File: config.mk
export PLATFORM = sky130hd
export DESIGN_NAME = rs_station_param
export DESIGN_NICKNAME = d
export VERILOG_FILES = /design/src/rtl/rs_station_param.sv
export SDC_FILE = /design/constraint.sdc
export NUM_CORES = 1
export LEC_CHECK = 0
export CORE_UTILIZATION = 60
export CTS_BUF_LIST = sky130_fd_sc_hd__clkbuf_8
export CTS_CLUSTER_SIZE = 16
export DETAILED_ROUTE_END_ITERATION = 10
export GPL_ROUTABILITY_DRIVEN = 0
export GPL_TIMING_DRIVEN = 0
export PLACE_DENSITY = 0.83
export SLEW_MARGIN = 30
export SYNTH_ARGS = -nofsm -noshare
export SYNTH_HDL_FRONTEND = slang
export SYNTH_SLANG_ARGS = --single-unit
File: constraint.sdc
create_clock -name clk1 -period 9.6 [get_ports clk1]
set_input_delay 1.92 -clock clk1 [delete_from_list [all_inputs] [get_ports clk1]]
set_output_delay 1.92 -clock clk1 [all_outputs]
set_load 0.01 [all_outputs]
File: src/rtl/rs_station_param.sv
// Reservation station: holds dispatched ops, snoops the CDB for pending operands,
// and issues the oldest fully-ready entry over a valid/ready handshake.
module rs_entry #(
  parameter int DATA_W = 16,
  parameter int TAG_W  = 3,
  parameter int FUNC_W = 4,
  parameter int RD_W   = 4,
  parameter int CNT_W  = 5
) (
  input  logic              clk1,
  input  logic              rst_n,
  input  logic              flush,
  input  logic              wr,
  input  logic              clr,
  input  logic              dec,
  input  logic [CNT_W-1:0]  wr_age,
  input  logic [FUNC_W-1:0] wr_func,
  input  logic [TAG_W-1:0]  wr_rob,
  input  logic [RD_W-1:0]   wr_rd,
  input  logic              wr_rdy1,
  input  logic [DATA_W-1:0] wr_val1,
  input  logic [TAG_W-1:0]  wr_tag1,
  input  logic              wr_rdy2,
  input  logic [DATA_W-1:0] wr_val2,
  input  logic [TAG_W-1:0]  wr_tag2,
  input  logic              cdb_valid,
  input  logic [TAG_W-1:0]  cdb_tag,
  input  logic [DATA_W-1:0] cdb_data,
  output logic              valid,
  output logic              elig,
  output logic [FUNC_W-1:0] func,
  output logic [TAG_W-1:0]  rob,
  output logic [RD_W-1:0]   rd,
  output logic [DATA_W-1:0] val1,
  output logic [DATA_W-1:0] val2,
  output logic [CNT_W-1:0]  age
);
  logic             rdy1, rdy2;
  logic [TAG_W-1:0] tag1, tag2;

  always_ff @(posedge clk1 or negedge rst_n) begin
    if (!rst_n) begin
      valid <= 1'b0; func <= '0; rob <= '0; rd <= '0; age <= '0;
      rdy1 <= 1'b0; val1 <= '0; tag1 <= '0;
      rdy2 <= 1'b0; val2 <= '0; tag2 <= '0;
    end else if (flush) begin
      valid <= 1'b0;
      age   <= '0;
    end else if (wr) begin
      valid <= 1'b1; func <= wr_func; rob <= wr_rob; rd <= wr_rd; age <= wr_age;
      rdy1 <= wr_rdy1; val1 <= wr_val1; tag1 <= wr_tag1;
      rdy2 <= wr_rdy2; val2 <= wr_val2; tag2 <= wr_tag2;
    end else if (valid) begin
      if (clr) valid <= 1'b0;
      else begin
        if (dec) age <= age - CNT_W'(1);
        if (cdb_valid && !rdy1 && tag1 == cdb_tag) begin rdy1 <= 1'b1; val1 <= cdb_data; end
        if (cdb_valid && !rdy2 && tag2 == cdb_tag) begin rdy2 <= 1'b1; val2 <= cdb_data; end
      end
    end
  end

  assign elig = valid & rdy1 & rdy2;
endmodule

module rs_station_param #(
  parameter int DEPTH  = 4,
  parameter int DATA_W = 16,
  parameter int TAG_W  = 3,
  parameter int FUNC_W = 4,
  parameter int RD_W   = 4,
  parameter int CNT_W  = 5
) (
  input  logic              clk1,
  input  logic              rst_n,
  input  logic              flush,
  input  logic              disp_valid,
  output logic              disp_ready,
  input  logic [FUNC_W-1:0] disp_func,
  input  logic [TAG_W-1:0]  disp_rob,
  input  logic [RD_W-1:0]   disp_rd,
  input  logic              disp_op1_rdy,
  input  logic [DATA_W-1:0] disp_op1_val,
  input  logic [TAG_W-1:0]  disp_op1_tag,
  input  logic              disp_op2_rdy,
  input  logic [DATA_W-1:0] disp_op2_val,
  input  logic [TAG_W-1:0]  disp_op2_tag,
  input  logic              cdb_valid,
  input  logic [TAG_W-1:0]  cdb_tag,
  input  logic [DATA_W-1:0] cdb_data,
  output logic              iss_valid,
  input  logic              iss_ready,
  output logic [FUNC_W-1:0] iss_func,
  output logic [DATA_W-1:0] iss_op1,
  output logic [DATA_W-1:0] iss_op2,
  output logic [TAG_W-1:0]  iss_rob,
  output logic [RD_W-1:0]   iss_rd,
  output logic [CNT_W-1:0]  count
);
  logic [DEPTH-1:0]             e_valid, e_elig, sel_oh, free_oh;
  logic [DEPTH-1:0][FUNC_W-1:0] e_func;
  logic [DEPTH-1:0][TAG_W-1:0]  e_rob;
  logic [DEPTH-1:0][RD_W-1:0]   e_rd;
  logic [DEPTH-1:0][DATA_W-1:0] e_val1, e_val2;
  logic [DEPTH-1:0][CNT_W-1:0]  e_age;
  logic [CNT_W-1:0]             sel_age, new_age;
  logic                         disp_fire, iss_fire, byp1, byp2, found, taken;

  assign disp_ready = (count < CNT_W'(DEPTH));
  assign disp_fire  = disp_valid && disp_ready && !flush;
  assign iss_fire   = iss_valid && iss_ready && !flush;
  assign new_age    = iss_fire ? count - CNT_W'(1) : count;

  // An operand broadcast in the dispatch cycle would otherwise be missed forever.
  assign byp1 = cdb_valid && !disp_op1_rdy && (disp_op1_tag == cdb_tag);
  assign byp2 = cdb_valid && !disp_op2_rdy && (disp_op2_tag == cdb_tag);

  always_comb begin
    found   = 1'b0;
    sel_age = '0;
    sel_oh  = '0;
    free_oh = '0;
    taken   = 1'b0;
    for (int i = 0; i < DEPTH; i++)
      if (e_elig[i] && (!found || e_age[i] < sel_age)) begin
        found   = 1'b1;
        sel_age = e_age[i];
      end
    for (int i = 0; i < DEPTH; i++) begin
      if (e_elig[i] && e_age[i] == sel_age) sel_oh[i] = 1'b1;
      if (!e_valid[i] && !taken) begin free_oh[i] = 1'b1; taken = 1'b1; end
    end
  end

  always_comb begin
    iss_func = '0; iss_op1 = '0; iss_op2 = '0; iss_rob = '0; iss_rd = '0;
    for (int i = 0; i < DEPTH; i++)
      if (sel_oh[i]) begin
        iss_func = e_func[i]; iss_op1 = e_val1[i]; iss_op2 = e_val2[i];
        iss_rob  = e_rob[i];  iss_rd  = e_rd[i];
      end
  end
  assign iss_valid = found;

  for (genvar g = 0; g < DEPTH; g++) begin : g_ent
    rs_entry #(.DATA_W(DATA_W), .TAG_W(TAG_W), .FUNC_W(FUNC_W), .RD_W(RD_W), .CNT_W(CNT_W)) u_ent (
      .clk1(clk1), .rst_n(rst_n), .flush(flush),
      .wr(disp_fire && free_oh[g]),
      .clr(iss_fire && sel_oh[g]),
      .dec(iss_fire && (e_age[g] > sel_age)),
      .wr_age(new_age), .wr_func(disp_func), .wr_rob(disp_rob), .wr_rd(disp_rd),
      .wr_rdy1(disp_op1_rdy | byp1), .wr_val1(byp1 ? cdb_data : disp_op1_val), .wr_tag1(disp_op1_tag),
      .wr_rdy2(disp_op2_rdy | byp2), .wr_val2(byp2 ? cdb_data : disp_op2_val), .wr_tag2(disp_op2_tag),
      .cdb_valid(cdb_valid), .cdb_tag(cdb_tag), .cdb_data(cdb_data),
      .valid(e_valid[g]), .elig(e_elig[g]), .func(e_func[g]), .rob(e_rob[g]), .rd(e_rd[g]),
      .val1(e_val1[g]), .val2(e_val2[g]), .age(e_age[g])
    );
  end

  always_ff @(posedge clk1 or negedge rst_n) begin
    if (!rst_n)                       count <= '0;
    else if (flush)                   count <= '0;
    else if (disp_fire && !iss_fire)  count <= count + CNT_W'(1);
    else if (iss_fire && !disp_fire)  count <= count - CNT_W'(1);
  end
endmodule

# ---- Yosys cells after proc, flatten, opt, wreduce, memory -nomap -nowiden
# Index checks and enable logic that the tools add are counted.
dict set report totals {
  ff_bits 233
  output_inout_bits 50
}
dict set report classes {
  n_addsub 6
  n_lt_le_gt_ge 8
  n_eq_ne 22
  mux 144
  n_bitwise 11
  n_reduce_logical 109
}
# op n
set op_table {}
lappend op_table {{two-way mux 16 bit} 42}
lappend op_table {{two-way mux 5 bit} 28}
lappend op_table {{two-way mux 1 bit} 62}
lappend op_table {{logical AND 1 bit} 48}
lappend op_table {{two-way mux 4 bit} 8}
lappend op_table {{AND reduction 4 bit} 8}
lappend op_table {{== test 3 bit} 10}
lappend op_table {{nonzero test 3 bit} 9}
lappend op_table {{subtractor 5 x 1 -> 5 bit (second input constant)} 5}
lappend op_table {{nonzero test 2 bit} 12}
lappend op_table {{logical NOT 1 bit} 21}
lappend op_table {{== test 5 bit} 4}
lappend op_table {{greater-than comparator 5 bit} 4}
lappend op_table {{< comparator 5 bit} 3}
lappend op_table {{two-way mux 3 bit} 4}
lappend op_table {{inequality test 3 x 2 -> 1 bit (second input constant)} 4}
lappend op_table {{AND reduction 3 bit} 4}
lappend op_table {{bitwise AND 1 bit} 8}
lappend op_table {{inequality test 2 x 1 -> 1 bit (second input constant)} 4}
lappend op_table {{AND reduction 2 bit} 4}
lappend op_table {{adder 5 x 1 -> 5 bit (second input constant)} 1}
lappend op_table {{< comparator 5 x 3 -> 1 bit (second input constant)} 1}
lappend op_table {{logical OR 1 bit} 3}
lappend op_table {{bitwise OR 1 bit} 2}
lappend op_table {{NOT 1 bit} 1}

# ---- Depth between registers and ports, before layout
dict set report logic_depth {
  word_depth 23
  depth_mapped 32
  ltp_nobuf 30
}

# ---- Cells and area by module
# From an unflattened synthesis, not the netlist that was laid out.
dict set report hier_totals {
  hier_cells 1590
  hier_area_um2 14421.3
}
# mod instances cells_each area_each_um2
set by_module_without_submodules {}
lappend by_module_without_submodules {rs_entry 4 285 2810.2}
lappend by_module_without_submodules {rs_station_param 1 450 3180.6}

# ---- Least setup slack after synthesis
# OpenSTA, ideal clock, no wires.
dict set report synth_timing {
  path_kind {register to output}
  start {register g_ent[0].u_ent.valid}
  end {output iss_func[0]}
  arrival_ns 6.458
  t_required_ns 7.680
  slack_ns 1.222
  stages_incl_launch_ff 32
  path_buffers 2
  path_cell_list {dfrtp_1 and3_2 nand2_1 ha_1 a21o_1 a21oi_1 o22ai_1 nand2b_1 clkbuf_2 mux2i_1 inv_1 ha_1 a21o_1 a311o_1 a21oi_1 a21oi_2 mux2i_1 ha_1 a21o_1 a21o_1 a21oi_1 o21ai_0 a21o_1 mux2_2 ha_1 nand4_1 nor3_2 nor3_1 clkbuf_1 a221o_1 o21ai_0 o21ai_0}
}
dict set report synth_between {
  elab_chain_cells 22
  word_cells_on_any_way 37
  cone_classes {3 x order compare; 4 x eq/ne; 15 x mux; 2 x bitwise; 13 x reduce/logical}
}
# element line
set synth_rtl {}
lappend synth_rtl {{from (decl)} 29} ;# output logic valid,
lappend synth_rtl {{from (signal assigned)} 43} ;# valid <= 1'b0; func <= '0; rob <= '0; rd <= '0; age <= '0;
lappend synth_rtl {{from (signal assigned)} 47} ;# valid <= 1'b0;
lappend synth_rtl {{from (signal assigned)} 50} ;# valid <= 1'b1; func <= wr_func; rob <= wr_rob; rd <= wr_rd; age <= wr_age;
lappend synth_rtl {{bitwise AND 1 bit (*) (2 in series)} 63} ;# assign elig = valid & rdy1 & rdy2;
lappend synth_rtl {{two-way mux 5 bit / two-way mux 1 bit (equally long branches)} 125} ;# if (e_elig[i] && (!found || e_age[i] < sel_age)) begin
lappend synth_rtl {{< comparator 5 bit / logical NOT 1 bit (equally long branches)} 125}
lappend synth_rtl {{logical OR 1 bit} 125}
lappend synth_rtl {{logical AND 1 bit} 125}
lappend synth_rtl {{two-way mux 5 bit / two-way mux 1 bit (equally long branches)} 125}
lappend synth_rtl {{< comparator 5 bit / logical NOT 1 bit (equally long branches)} 125}
lappend synth_rtl {{logical OR 1 bit} 125}
lappend synth_rtl {{[... 3 more ...]} n/a}
lappend synth_rtl {{logical OR 1 bit} 125}
lappend synth_rtl {{logical AND 1 bit} 125}
lappend synth_rtl {{two-way mux 5 bit} 125}
lappend synth_rtl {{== test 5 bit} 130} ;# if (e_elig[i] && e_age[i] == sel_age) sel_oh[i] = 1'b1;
lappend synth_rtl {{logical AND 1 bit} 130}
lappend synth_rtl {{two-way mux 1 bit} 130}
lappend synth_rtl {{two-way mux 4 bit (3 in series)} 138} ;# if (sel_oh[i]) begin
lappend synth_rtl {{two-way mux 4 bit (*)} 138}
lappend synth_rtl {{to (decl)} 93} ;# output logic [FUNC_W-1:0] iss_func,
# Every way passes the cells marked *; elsewhere a longest branch is shown, timed or not.

# ---- Worst setup path after layout
dict set report layout_timing {
  start {register g_ent[0].u_ent.rdy2}
  end {output iss_op2[5]}
}
dict set report layout_between {
  elab_chain_cells 21
  word_cells_on_any_way 36
  cone_classes {3 x order compare; 4 x eq/ne; 15 x mux; 1 x bitwise; 13 x reduce/logical}
}
# element line
set layout_rtl {}
lappend layout_rtl {{from (decl)} 38} ;# logic rdy1, rdy2;
lappend layout_rtl {{from (signal assigned)} 52} ;# rdy2 <= wr_rdy2; val2 <= wr_val2; tag2 <= wr_tag2;
lappend layout_rtl {{bitwise AND 1 bit (*)} 63}
lappend layout_rtl {{two-way mux 5 bit / two-way mux 1 bit (equally long branches)} 125}
lappend layout_rtl {{< comparator 5 bit / logical NOT 1 bit (equally long branches)} 125}
lappend layout_rtl {{logical OR 1 bit} 125}
lappend layout_rtl {{logical AND 1 bit} 125}
lappend layout_rtl {{two-way mux 5 bit / two-way mux 1 bit (equally long branches)} 125}
lappend layout_rtl {{< comparator 5 bit / logical NOT 1 bit (equally long branches)} 125}
lappend layout_rtl {{logical OR 1 bit} 125}
lappend layout_rtl {{[... 3 more ...]} n/a}
lappend layout_rtl {{logical OR 1 bit} 125}
lappend layout_rtl {{logical AND 1 bit} 125}
lappend layout_rtl {{two-way mux 5 bit} 125}
lappend layout_rtl {{== test 5 bit} 130}
lappend layout_rtl {{logical AND 1 bit} 130}
lappend layout_rtl {{two-way mux 1 bit} 130}
lappend layout_rtl {{two-way mux 16 bit (3 in series)} 138}
lappend layout_rtl {{two-way mux 16 bit (*)} 138}
lappend layout_rtl {{to (decl)} 95} ;# output logic [DATA_W-1:0] iss_op2,
# Marks and branches as above.

==> results_dict.tcl <==
set metrics [dict create \
    status "complete, no violations" \
    synth_compound_area_share_pct 16.68 \
    cts.sinks 233 \
    crit_slowest_cell "dfrtp_1" \
    die-area_um2 22310 \
    synth_edf_count 0 \
    fin_util_pct 74.12 \
    area_growth_pct 20.36 \
    viasPerCell 6.481 \
    critPathLaunchType "flop" \
    p_sw_mw 1.100 \
    met2WireLength_mm 19.36 \
    drt_iter0_drc 1433 \
    overflow 0 \
    ff2ff_setup_slack_ns 2.14 \
    hpwl_mm 27.59 \
    num_io_pins 126 \
    register_area_um2 5832 \
    synthAdderAreaFrac_pct 3.650 \
    wl_met3_mm 5.040 \
    drv_slew 0 \
    synth_top_family_by_area "simple AND/OR/NAND/NOR gates" \
    crit_buf_inv 5 \
    diodes 0 \
    track_usage_pct 37.88 \
    cap_violations 0 \
    rows 53 \
    worstPathArrival_ns 7.67 \
    cts_tree "done" \
    syn_inst 1435 \
    cp_max_fo 10 \
    synth_common_cells "nand2_1, dfrtp_1, nor2_1" \
    r2r-start "g_ent[0].u_ent.rdy2$_DFFE_PN0P_" \
    setup_viol 0 \
    fmax_mhz 104.3 \
    ir_drop_uv 144.6 \
    clk_path_buf_depth 3 \
    port_buffers 106 \
    clockRootBuffer "clkbuf_8" \
    synthTopCellsByArea "dfrtp_1, nand2_1, mux2_2" \
    drc 0 \
    syn_area_um2 13030 \
    syn-mean-instance-area_um2 9.078 \
    reg2regPathDepth 32 \
    hold_path_end "g_ent[2].u_ent.rd[0]$_DFFE_PN0P_" \
    drtPass1Iterations 5 \
    cts_buffers 40 \
    finalHoldViolations 0 \
    synth_xor_area_share_pct 3.496 \
    htreeDepth 2 \
    wl_met1_mm 15.67 \
    clk_pin_slew_worst_paths_ns 0.06 \
    yosysTopAreaCellShare_pct 44.76 \
    end_kind "output port" \
    drt-total-wl_mm 42.21 \
    yosysMostFrequentCell "nand2_1" \
    ys_seq_elements 233 \
    slew_headroom_pct 41.83 \
    fillers 1520 \
    synth_simple_gate_area_share_pct 17.98 \
    hold_class "flop to flop" \
    drive_above_1_share_pct 18.75 \
    timing.rr.end "g_ent[3].u_ent.val1[8]$_DFFE_PN0P_" \
    required_ns 7.68 \
    crit_type "flop to output port" \
    ys_async_sr_fraction_pct 100.0 \
    switching_share_pct 33.19 \
    ys_seq_area_share_pct 44.76 \
    design_area_um2 15680 \
    vias 12390 \
    worst_pin_slew_ns 0.8726 \
    multiInputGateArea_um2 6819 \
    die_x_um 149.4 \
    synth_nets 1549 \
    yosys_most_used_dff "dfrtp_1" \
    power_density_nw_per_um2 211.5 \
    fin_nets 1725 \
    clock_latency_ns 0.55 \
    p_clk_share_pct 26.9 \
    post_drt_wl_per_cell_um 22.07 \
    fin_skew_ns 0.02523 \
    finalCritPeriodShare_pct 99.90 \
    yosys.area.top_type "dfrtp_1" \
    leakage_nw 7.494 \
    antenna_found_initial 0 \
    intPower_mw 2.215 \
    layout_min_cycle_time_ns 9.590 \
    critPathTopFamily "compound AO/OA/AOI/OAI gates" \
    core_um2 21150 \
    die_h_um 149.4 \
    drtAntennaViolNets 0 \
    grt_max_degree 87 \
    grt_pass1_wl_mm 65.08 \
    rsz0062_at_grt "true" \
    synth_mux_area_share_pct 8.951 \
    combPwrFrac_pct 27.8 \
    min_from "g_ent[2].u_ent.rd[0]$_DFFE_PN0P_" \
    ys_warn_count 0 \
    top_layer "met4" \
    grt_pass1_vias 12040 \
    whs_path_depth 2 \
    seqPwrFrac_pct 45.2 \
    synth_cell_types 62 \
    placed_area_um2 14530 \
    start_util_pct 61.58 \
    slowest_delay_ns 0.38 \
    ctsHoldBuffers 0 \
]
final cells by class:
type	instances	share of cell area (%)
multi-input cells	1077	43.49
flip-flops and latches	233	37.19
repair buffers	136	8.163
clock buffers	52	4.564
plain buffers	97	3.327
well taps	275	2.194
inverters	26	0.6224
clock inverters	16	0.4469
tightest hold or removal path, cell delays in order (launching register included):
cell and delay, ns:
dfrtp_1 0.34, nand2_1 0.05, nand2_1 0.05
worst max-delay path by stage:
stage,from,to,slack [ns],cells past startpoint
6_report,g_ent[0].u_ent.rdy2$_DFFE_PN0P_,iss_op2[5],0.01,33
4_1_cts,g_ent[0].u_ent.rdy2$_DFFE_PN0P_,iss_rob[2],0.01,34
5_1_grt,g_ent[0].u_ent.rdy2$_DFFE_PN0P_,iss_op1[0],-0.22,33
2_1_floorplan,g_ent[0].u_ent.valid$_DFF_PN0_,iss_func[0],1.22,31
3_5_place_dp,g_ent[0].u_ent.valid$_DFF_PN0_,iss_op1[4],-0.72,31
3_3_place_gp,rst_n,g_ent[3].u_ent.val2[6]$_DFFE_PN0P_,-3.37,1
repair_timing:
item / in CTS / in global routing
pin swaps: 9 / 12
endpoints found under the setup margin: 43 / 43
setup buffers: 20 / 7
gates resized for setup: 112 / 87
layer usage:
metal	vias to the layer above	track usage [%]
met4	0	19.18
met2	915	57.78
li1	5355	-
met1	5907	51.21
met3	214	7.768
met5	-	0
state kept, by name, indices dropped and copies added, names as in the netlist:
| signal | cells |
|---|---|
| g_ent.u_ent.tag2 | 12 |
| g_ent.u_ent.val1 | 64 |
| g_ent.u_ent.val2 | 64 |
| g_ent.u_ent.rdy2 | 4 |
| g_ent.u_ent.rdy1 | 4 |
| g_ent.u_ent.valid | 4 |
| g_ent.u_ent.tag1 | 12 |
| g_ent.u_ent.rd | 16 |
| g_ent.u_ent.rob | 12 |
| g_ent.u_ent.age | 20 |
| g_ent.u_ent.func | 16 |
| count | 5 |
logic make-up (layout without fill, tap and decap cells):
kind of cell	Yosys count	count (layout)
buffers and inverters	125	327
adder cells (fa/ha/maj)	38	38
AND/OR/NAND/NOR	558	558
multiplexers	108	108
XOR/XNOR	52	52
flip-flops	233	233
AO/OA/AOI/OAI	321	321
layout by cell type, fill, tap and decap left out, types with 5 or more instances in the layout:
cell type,instances
ha_1,34
a221o_1,43
nand4_1,12
buf_6,9
nand2_2,6
clkdlybuf4s15_1,10
a21oi_1,22
nor3_1,7
o22ai_1,71
xor2_1,33
o21ai_0,92
nor2b_1,5
a21oi_2,30
buf_2,24
nand3_1,10
a21o_1,9
and3_1,5
mux2i_1,35
xnor2_1,19
dfrtp_1,232
clkbuf_2,35
o21ai_1,10
dlygate4sd2_1,8
buf_4,31
mux2_2,65
clkdlybuf4s50_1,62
a211oi_1,9
inv_1,38
nor2_1,192
clkbuf_8,52
clkbuf_1,38
nor3_4,5
nand2_1,285
o21ai_2,5
o21a_1,5
power by group through the flow:
stage                     combinational (mW)  clock [mW]  sequential [mW]
after global placement                 0.834           0             1.49
after global routing                    1.01       0.936             1.53
after CTS                              0.889       0.897             1.49
after detailed placement               0.873           0             1.50
after floorplan                        0.600           0             1.44
final                                  0.923       0.892             1.50
through the flow:
stage | power [mW] | hold slack (ns) | worst slack, ns | instances | setup TNS [ns]
2_1_floorplan | 2.045 | 0.4404 | 1.222 | 1435 | 0
3_3_place_gp | 2.319 | 0.4523 | -3.366 | 1816 | -809.51
3_5_place_dp | 2.374 | 0.4568 | -0.7201 | 1819 | -25.15
4_1_cts | 3.272 | 0.4714 | 0.01393 | 1906 | 0
5_1_grt | 3.468 | 0.4856 | -0.2158 | 1912 | -4.437
6_report | 3.316 | 0.4699 | 0.009977 | 1912 | 0
(Power assumes the default switching activity.)
